--- config.mk ---
export PLATFORM = sky130hd
export DESIGN_NAME = pc_sequencer_flat
export DESIGN_NICKNAME = d
export VERILOG_FILES = /design/src/rtl/pc_sequencer_if.sv /design/src/rtl/pc_sequencer.sv /design/src/flat_wrapper.sv
export SDC_FILE = /design/constraint.sdc
export NUM_CORES = 1
export LEC_CHECK = 0
export CAP_MARGIN = 20
export CORE_ASPECT_RATIO = 0.5
export CORE_MARGIN = 8
export CORE_UTILIZATION = 51
export DETAILED_ROUTE_END_ITERATION = 6
export GPL_TIMING_DRIVEN = 0
export PLACE_DENSITY = 0.95
export SLEW_MARGIN = 10
export SYNTH_ARGS = -nofsm -noshare
export SYNTH_HDL_FRONTEND = slang
export SYNTH_SLANG_ARGS = --single-unit
--- constraint.sdc ---
create_clock -name clk -period 3.8 [get_ports clk]
set_clock_uncertainty 0.1 [all_clocks]
set_input_delay 0.76 -clock clk [delete_from_list [all_inputs] [get_ports clk]]
set_output_delay 0.76 -clock clk [all_outputs]
set_load 0.005 [all_outputs]
--- src/rtl/pc_sequencer_if.sv ---
// rtl/pc_sequencer_if.sv - fetch-control bundle between the core and the PC sequencer
interface pc_sequencer_if #(
  parameter int XLEN = 32
);
  logic            stall;
  logic            redirect_valid;
  logic [XLEN-1:0] redirect_target;
  logic            trap_req;
  logic [XLEN-1:0] trap_pc;
  logic            mret;
  logic            halt_req;
  logic            resume;
  logic [XLEN-1:0] pc;
  logic            pc_valid;
  logic [XLEN-1:0] epc;
  logic            misalign_trap;
  logic [1:0]      state;

  modport master (
    output stall, redirect_valid, redirect_target, trap_req, trap_pc, mret, halt_req, resume,
    input  pc, pc_valid, epc, misalign_trap, state
  );

  modport slave (
    input  stall, redirect_valid, redirect_target, trap_req, trap_pc, mret, halt_req, resume,
    output pc, pc_valid, epc, misalign_trap, state
  );
endinterface

--- src/rtl/pc_sequencer.sv ---
// rtl/pc_sequencer.sv - fetch-stage program counter with boot delay, redirect, trap and debug halt
module pc_sequencer #(
  parameter int              XLEN         = 32,
  parameter logic [XLEN-1:0] RESET_VECTOR = '0,
  parameter logic [XLEN-1:0] TRAP_VECTOR  = XLEN'(32'h100),
  parameter int              INSN_BYTES   = 4,
  parameter int              BOOT_CYCLES  = 2
) (
  input logic           clk,
  input logic           rst,
  pc_sequencer_if.slave bus
);
  typedef enum logic [1:0] {
    ST_BOOT = 2'd0,
    ST_RUN  = 2'd1,
    ST_HALT = 2'd2
  } state_t;

  localparam state_t          RESET_STATE = (BOOT_CYCLES == 0) ? ST_RUN : ST_BOOT;
  localparam logic [3:0]      BOOT_LAST   = (BOOT_CYCLES == 0) ? 4'd0 : 4'(BOOT_CYCLES - 1);
  localparam logic [XLEN-1:0] ALIGN_MASK  = XLEN'(INSN_BYTES - 1);
  localparam logic [XLEN-1:0] PC_STEP     = XLEN'(INSN_BYTES);

  state_t          state_q, state_d;
  logic [XLEN-1:0] pc_q, pc_d;
  logic [XLEN-1:0] epc_q, epc_d;
  logic [3:0]      cnt_q, cnt_d;
  logic            valid_q, valid_d;
  logic            mis_q, mis_d;

  always_ff @(posedge clk or posedge rst) begin
    if (rst) begin
      state_q <= RESET_STATE;
      pc_q    <= RESET_VECTOR;
      epc_q   <= '0;
      cnt_q   <= '0;
      valid_q <= 1'b0;
      mis_q   <= 1'b0;
    end else begin
      state_q <= state_d;
      pc_q    <= pc_d;
      epc_q   <= epc_d;
      cnt_q   <= cnt_d;
      valid_q <= valid_d;
      mis_q   <= mis_d;
    end
  end

  always_comb begin
    state_d = state_q;
    pc_d    = pc_q;
    epc_d   = epc_q;
    cnt_d   = cnt_q;
    mis_d   = 1'b0;
    case (state_q)
      ST_BOOT: begin
        cnt_d = cnt_q + 4'd1;
        if (cnt_q == BOOT_LAST) state_d = ST_RUN;
      end
      ST_RUN: begin
        // pc only moves once it has been presented as a live fetch address
        if (valid_q) begin
          if (bus.trap_req) begin
            pc_d  = TRAP_VECTOR;
            epc_d = bus.trap_pc;
          end else if (bus.mret) begin
            pc_d = epc_q;
          end else if (bus.redirect_valid) begin
            if ((bus.redirect_target & ALIGN_MASK) != '0) begin
              pc_d  = TRAP_VECTOR;
              epc_d = bus.redirect_target;
              mis_d = 1'b1;
            end else begin
              pc_d = bus.redirect_target;
            end
          end else if (!bus.stall) begin
            pc_d = pc_q + PC_STEP;
          end
        end
        if (bus.halt_req) state_d = ST_HALT;
      end
      ST_HALT: begin
        if (bus.resume) state_d = ST_RUN;
      end
      default: state_d = RESET_STATE;
    endcase
    valid_d = (state_d == ST_RUN);
  end

  assign bus.pc            = pc_q;
  assign bus.pc_valid      = valid_q;
  assign bus.epc           = epc_q;
  assign bus.misalign_trap = mis_q;
  assign bus.state         = state_q;
endmodule

--- src/flat_wrapper.sv ---
// flat-port wrapper written by rule: the top's interface ports become plain ports
module pc_sequencer_flat 
#(
  parameter int              XLEN         = 32,
  parameter logic [XLEN-1:0] RESET_VECTOR = '0,
  parameter logic [XLEN-1:0] TRAP_VECTOR  = XLEN'(32'h100),
  parameter int              INSN_BYTES   = 4,
  parameter int              BOOT_CYCLES  = 2
)
  (clk, rst, bus_stall, bus_redirect_valid, bus_redirect_target, bus_trap_req, bus_trap_pc, bus_mret, bus_halt_req, bus_resume, bus_pc, bus_pc_valid, bus_epc, bus_misalign_trap, bus_state);
  pc_sequencer_if #(.XLEN(XLEN)) bus_i ();
  input logic clk;
  input logic rst;
  input wire logic [$bits(bus_i.stall)-1:0] bus_stall;
  input wire logic [$bits(bus_i.redirect_valid)-1:0] bus_redirect_valid;
  input wire logic [$bits(bus_i.redirect_target)-1:0] bus_redirect_target;
  input wire logic [$bits(bus_i.trap_req)-1:0] bus_trap_req;
  input wire logic [$bits(bus_i.trap_pc)-1:0] bus_trap_pc;
  input wire logic [$bits(bus_i.mret)-1:0] bus_mret;
  input wire logic [$bits(bus_i.halt_req)-1:0] bus_halt_req;
  input wire logic [$bits(bus_i.resume)-1:0] bus_resume;
  output wire logic [$bits(bus_i.pc)-1:0] bus_pc;
  output wire logic [$bits(bus_i.pc_valid)-1:0] bus_pc_valid;
  output wire logic [$bits(bus_i.epc)-1:0] bus_epc;
  output wire logic [$bits(bus_i.misalign_trap)-1:0] bus_misalign_trap;
  output wire logic [$bits(bus_i.state)-1:0] bus_state;
  assign bus_i.stall = bus_stall;
  assign bus_i.redirect_valid = bus_redirect_valid;
  assign bus_i.redirect_target = bus_redirect_target;
  assign bus_i.trap_req = bus_trap_req;
  assign bus_i.trap_pc = bus_trap_pc;
  assign bus_i.mret = bus_mret;
  assign bus_i.halt_req = bus_halt_req;
  assign bus_i.resume = bus_resume;
  assign bus_pc = bus_i.pc;
  assign bus_pc_valid = bus_i.pc_valid;
  assign bus_epc = bus_i.epc;
  assign bus_misalign_trap = bus_i.misalign_trap;
  assign bus_state = bus_i.state;
  pc_sequencer #(.XLEN(XLEN), .RESET_VECTOR(RESET_VECTOR), .TRAP_VECTOR(TRAP_VECTOR), .INSN_BYTES(INSN_BYTES), .BOOT_CYCLES(BOOT_CYCLES)) u_core (.clk(clk), .rst(rst), .bus(bus_i));
endmodule
==> results.cfg, run 1 <==
[clock_network]
cts_root_buffer = clkbuf_16
numCtsBuffers = 9
cts.htree.levels = 3
clock_path_buffers = 2
postCtsHoldBufs = 0
cts_post_setup_buffers_inserted = 0
cts_tree = built
clock-sinks = 72
clk_pin_slew_worst_paths_ns = 0.06
clk-insertion-delay-late_ns = 0.34
cts_resized = 0

[pwr]
cellPowerDensity_nw_per_um2 = 653.3
ir_worst_vdd_v = 0.0004590
power_mw = 4.066
p_leak_nw = 2.500

[logic_synthesis]
yosys-top-cells-count = a21oi_1 (75), dfrtp_1 (72), nor2_1 (61)
synthFlopType = dfrtp_1
synthCells = 509
yosysWarnings = 0
avgSynthCellArea_um2 = 8.562
seq_area_frac_synth_pct = 41.34
ys_ff_latch = 72
synth_edf_count = 0
synth.distinct_cells = 61
yosysTopAreaCell = dfrtp_1
synth_area_leaders = dfrtp_1 (41%), a21oi_1 (8.6%), mux2i_1 (7.8%), nor2_1 (5.3%), nand2_1 (3.6%)
synth.top_cell.area_share_pct = 41.34
async_flop_share_pct = 100.0
synth_area_um2 = 4358
syn_nets = 584
yosysMostFrequentCell = a21oi_1

[setup_path]
cp_slowest_cell = clkdlybuf4s50_1
cp_top_family = buffers and inverters
rrSetupSlack_ns = 1.04
cp_num_buf_inv = 2
path_cells = clkdlybuf4s50_1, nor2b_1, a21oi_1, nor2_1, clkbuf_1, nor2_1, a21oi_1
critical_path_required_ns = 3.96
worstSetupEndpointType = register
arrival_ns = 3.41
critical_path.startpoint_type = primary input
critical_path_class = primary input to register
cp_max_fo = 10
slowest_delay_ns = 0.63

[sta]
rsz0062_at_grt = no
relSlewSlack_pct = 40.25
slew_violations = 0
fin_hold_ws_ns = 0.3856
finalHoldViolCount = 0
tightest_slew_ns = 0.8962
finalSetupTns_ns = 0
finalSetupViolCount = 0
clock.fmax_mhz = 308.4
min_period_ns = 3.243
fin_crit_sh_pct = 85.34

[detailed_routing]
routed_wl_mm = 17.23
viasPerCell = 6.509
drt-pass1-iter-count = 7
wl_per_cell_um = 22.20
ant_nets = 0
drt_iter0_drc = 617
drc = 4
vias = 5051

[place]
place_congestion = 0.9647
portBuffers = 138
dp_cells = 760
dpl.hpwl_mm = 12.49

[floorplanning]
die_h_um = 81.37
fp-row-count = 23
core_region_area_um2 = 8144
io_pins = 140
start_util_pct = 53.51
die-area_um2 = 11940
fp.dieW_um = 146.7

[finish]
nNetsFinal = 734
synthToLayoutAreaGrowth_pct = 42.84
antenna_cells = 0
layout-drive-gt1-share_pct = 5.723
final_cells = 776

[run_status]
outcome = finished with violations
violations = DRC

[global_route]
antenna_found_initial = 0
grt_max_degree = 43
grt_usage_pct = 28.18
overflow = 0
grt_pass1_wl_mm = 26.48
grt_pass1_vias = 5006

[run]
cap_violations = 0

[worst_hold_path]
hp-class = register to register
[final timing paths]
kind	cells after the start	startpoint	to
max	7	bus_redirect_valid	u_core.bus.epc[16]
min	2	u_core.bus.pc[0]	u_core.bus.pc[0]
max reg2reg	5	u_core.bus.state[1]	u_core.bus.epc[16]
min reg2reg	2	u_core.bus.pc[0]	u_core.bus.pc[0]
max in group asynchronous	3	rst	u_core.bus.pc[30]
min in group asynchronous	2	rst	u_core.cnt_q[3]
[flip-flops by register name, indices dropped and copies added, names as in the netlist]
| name | count |
|---|---|
| u_core.bus.epc | 32 |
| u_core.bus.misalign_trap | 1 |
| u_core.bus.pc | 32 |
| u_core.bus.pc_valid | 1 |
| u_core.bus.state | 2 |
| u_core.cnt_q | 4 |
[metrics by stage]
stage	area (um2)	utilization (%)	setup WS [ns]
floorplan	4358	-	1.115
global placement	5879	72.19	-0.06481
detailed placement	5902	72.47	0.3669
CTS	6225	76.43	0.6554
global route	6225	76.43	0.4829
finish	6225	76.43	0.5571
[metal layers]
layer	GRT usage, %	vias to the layer above	share of wire [%]
li1	-	2170	-
met1	32.65	2383	37
met4	14.68	0	4.3
met5	0	-	0
met3	9.424	85	12
met2	46.94	413	46
[logic make-up after synthesis]
group           count (synthesis)  share of synthesized area, %
mux                            34                         7.809
compound gates                152                         21.16
fa+ha+maj                       3                        0.8614
buf+inv                        43                         4.163
flops                          72                         41.34
xor+xnor                       10                         2.010
simple gates                  195                         22.65
[power by group]
group	switching (mW)	total (mW)	internal [mW]
Combinational	0.652	1.58	0.932
Clock	0.347	0.939	0.592
Sequential	0.428	1.54	1.11
[tightest hold or removal path, cell delays in order, from the launching register on]
cell and delay [ns]:
dfrtp_1 0.34, nand2_1 0.05, o21ai_0 0.06
[cells in the final DEF (no fill, tap or decap), drive strengths merged, types with 7 or more instances in the layout]
cell             n
clkdlybuf4s50  138
a21oi           75
dfrtp           72
nor2            61
nand2           42
clkbuf          35
mux2i           34
o21ai           28
nor3            16
nand3           15
and3            12
inv             11
nand4           10
buf              9
nor2b            7
nor4             7
[layout make-up]
class | instances | area, um2
plain buffers | 32 | 140.1
inverters | 11 | 43.79
repair buffers | 139 | 1401
fillers | 573 | 1919
clock inverters | 5 | 80.08
clock buffers | 11 | 242.7
multi-input cells | 394 | 2375
flip-flops and latches | 72 | 1802
well taps | 112 | 140.1
Power figures use the tool's default switching activity.
==> run 2, diff against run 1 <==
--- a/config.mk
+++ b/config.mk
@@ -5,14 +5,14 @@
 export SDC_FILE = /design/constraint.sdc
 export NUM_CORES = 1
 export LEC_CHECK = 0
-export CAP_MARGIN = 20
+export CAP_MARGIN = 5
 export CORE_ASPECT_RATIO = 0.5
 export CORE_MARGIN = 8
 export CORE_UTILIZATION = 51
 export DETAILED_ROUTE_END_ITERATION = 6
 export GPL_TIMING_DRIVEN = 0
 export PLACE_DENSITY = 0.95
-export SLEW_MARGIN = 10
+export SLEW_MARGIN = 20
 export SYNTH_ARGS = -nofsm -noshare
 export SYNTH_HDL_FRONTEND = slang
 export SYNTH_SLANG_ARGS = --single-unit
==> results of run 2 <==
Final layout, timing and power as in run 1 (identical DEF).
==> run 3, diff against run 2 <==
--- a/config.mk
+++ b/config.mk
@@ -8,10 +8,10 @@
 export CAP_MARGIN = 5
 export CORE_ASPECT_RATIO = 0.5
 export CORE_MARGIN = 8
-export CORE_UTILIZATION = 51
+export CORE_UTILIZATION = 40
 export DETAILED_ROUTE_END_ITERATION = 6
 export GPL_TIMING_DRIVEN = 0
-export PLACE_DENSITY = 0.95
+export PLACE_DENSITY = 0.83
 export SLEW_MARGIN = 20
 export SYNTH_ARGS = -nofsm -noshare
 export SYNTH_HDL_FRONTEND = slang
==> run 3 against run 2 <==
Against the previous run:
- the run now ends clean
- wire length shrank 3.1%
- fmax grew 5.1%
- critical path depth is the same
- design area grew 0.74%
- sequential cell count is the same
- clock power shrank 2%
- sequential share of layout area shrank 0.21 points
- setup slack gained 0.16 ns
- largest power group unchanged
==> results.cfg, run 3 (same netlist as run 1, synthesis figures left out) <==
[run_status]
outcome = completed

[clock_network]
clock-sinks = 72
cts_root_buffer = clkbuf_16
clk_pin_slew_worst_paths_ns = 0.06
cts_tree = built
postCtsHoldBufs = 0
cts_post_setup_buffers_inserted = 0
cts.htree.levels = 3
cts_resized = 0
numCtsBuffers = 9
clock_path_buffers = 2
clk-insertion-delay-late_ns = 0.34

[floorplanning]
core_region_area_um2 = 10810
die_h_um = 89.81
start_util_pct = 40.31
die-area_um2 = 14690
io_pins = 140
fp-row-count = 27
fp.dieW_um = 163.6

[pwr]
cellPowerDensity_nw_per_um2 = 642.9
ir_worst_vdd_v = 0.0002649
p_leak_nw = 2.507
power_mw = 4.032

[run]
cap_violations = 0

[sta]
rsz0062_at_grt = no
clock.fmax_mhz = 324.2
tightest_slew_ns = 0.8790
min_period_ns = 3.085
fin_hold_ws_ns = 0.3846
relSlewSlack_pct = 41.40
finalHoldViolCount = 0
finalSetupViolCount = 0
slew_violations = 0
fin_crit_sh_pct = 81.17

[finish]
final_core_util_pct = 58.01
n_fill_cell = 957
final_common_cell = clkdlybuf4s50_1
final_cells = 809
antenna_cells = 0
final_cell_mix = clkdlybuf4s50_1 (138), a21oi_1 (75), dfrtp_1 (72)
nNetsFinal = 734
layout-drive-gt1-share_pct = 5.873
synthToLayoutAreaGrowth_pct = 43.90

[setup_path]
critical_path.startpoint_type = primary input
critical_path_class = primary input to register
cp_max_fo = 10
worstSetupEndpointType = register
arrival_ns = 3.24
critical_path_required_ns = 3.96

[global_route]
grt_pass1_wl_mm = 26.19
antenna_found_initial = 0
grt_usage_pct = 22.08
overflow = 0
grt_max_degree = 49
grt_pass1_vias = 4881

[detailed_routing]
wl_per_cell_um = 20.63
ant_nets = 0
drt-pass1-iter-count = 5
vias = 4900
routed_wl_mm = 16.69
viasPerCell = 6.057
drc = 0
drt_iter0_drc = 581

[place]
portBuffers = 138
dpl.hpwl_mm = 12.32
place_congestion = 0.8960
dp_cells = 793

[worst_hold_path]
hp-class = register to register
run 3: cell count changes in the layout (fill, tap and decap cells not counted), sizes merged:
cell,delta
clkbuf,-2
clkinv,+2
clkinvlp,-1
inv,+1
run 3: cell type report:
type	instances	area, um2	share of cell area (%)
well taps	145	181.4	2.893
clock buffers	9	225.2	3.591
clock inverters	7	95.09	1.516
inverters	11	43.79	0.6983
plain buffers	32	140.1	2.235
flip-flops and latches	72	1802	28.73
multi-input cells	394	2375	37.87
repair buffers	139	1409	22.47
run 3: stage by stage:
step / setup TNS [ns] / instance area [um2] / worst slack (ns)
finish: 0 / 6271 / 0.7154
global route: 0 / 6271 / 0.6280
CTS: 0 / 6271 / 0.7967
detailed placement: 0 / 5951 / 0.4580
global placement: -12.31 / 5921 / -0.1757
floorplan: 0 / 4358 / 1.115
run 3: routing by layer:
layer  wire length, um  global-route usage (%)
met5                 0                       0
met4               464                   9.323
met3              1768                   6.369
met2              7895                   36.01
met1              6564                   26.82
run 3: where the power goes:
group,switching (mW),internal (mW),total (mW)
registers,0.428,1.11,1.54
clock network,0.347,0.576,0.923
logic,0.632,0.934,1.57
run 3: final timing paths:
check,endpoint,cells after the start,from,slack [ns]
worst min register to register,u_core.cnt_q[3],1,u_core.cnt_q[3],0.38
worst max-delay path,u_core.bus.epc[21],7,bus_redirect_valid,0.72
max in group asynchronous,u_core.bus.pc[30],3,rst,2.40
worst min-delay path,u_core.cnt_q[3],1,u_core.cnt_q[3],0.38
min in group asynchronous,u_core.bus.epc[6],2,rst,0.65
worst max register to register,u_core.bus.epc[21],5,u_core.bus.state[1],1.17
run 3: critical path: stages:
cell             delay (ns)
clkdlybuf4s50_1        0.62
nor2b_1                0.37
a21oi_1                0.12
nor2_1                 0.63
clkbuf_1               0.52
nor2_1                 0.08
a21oi_1                0.15
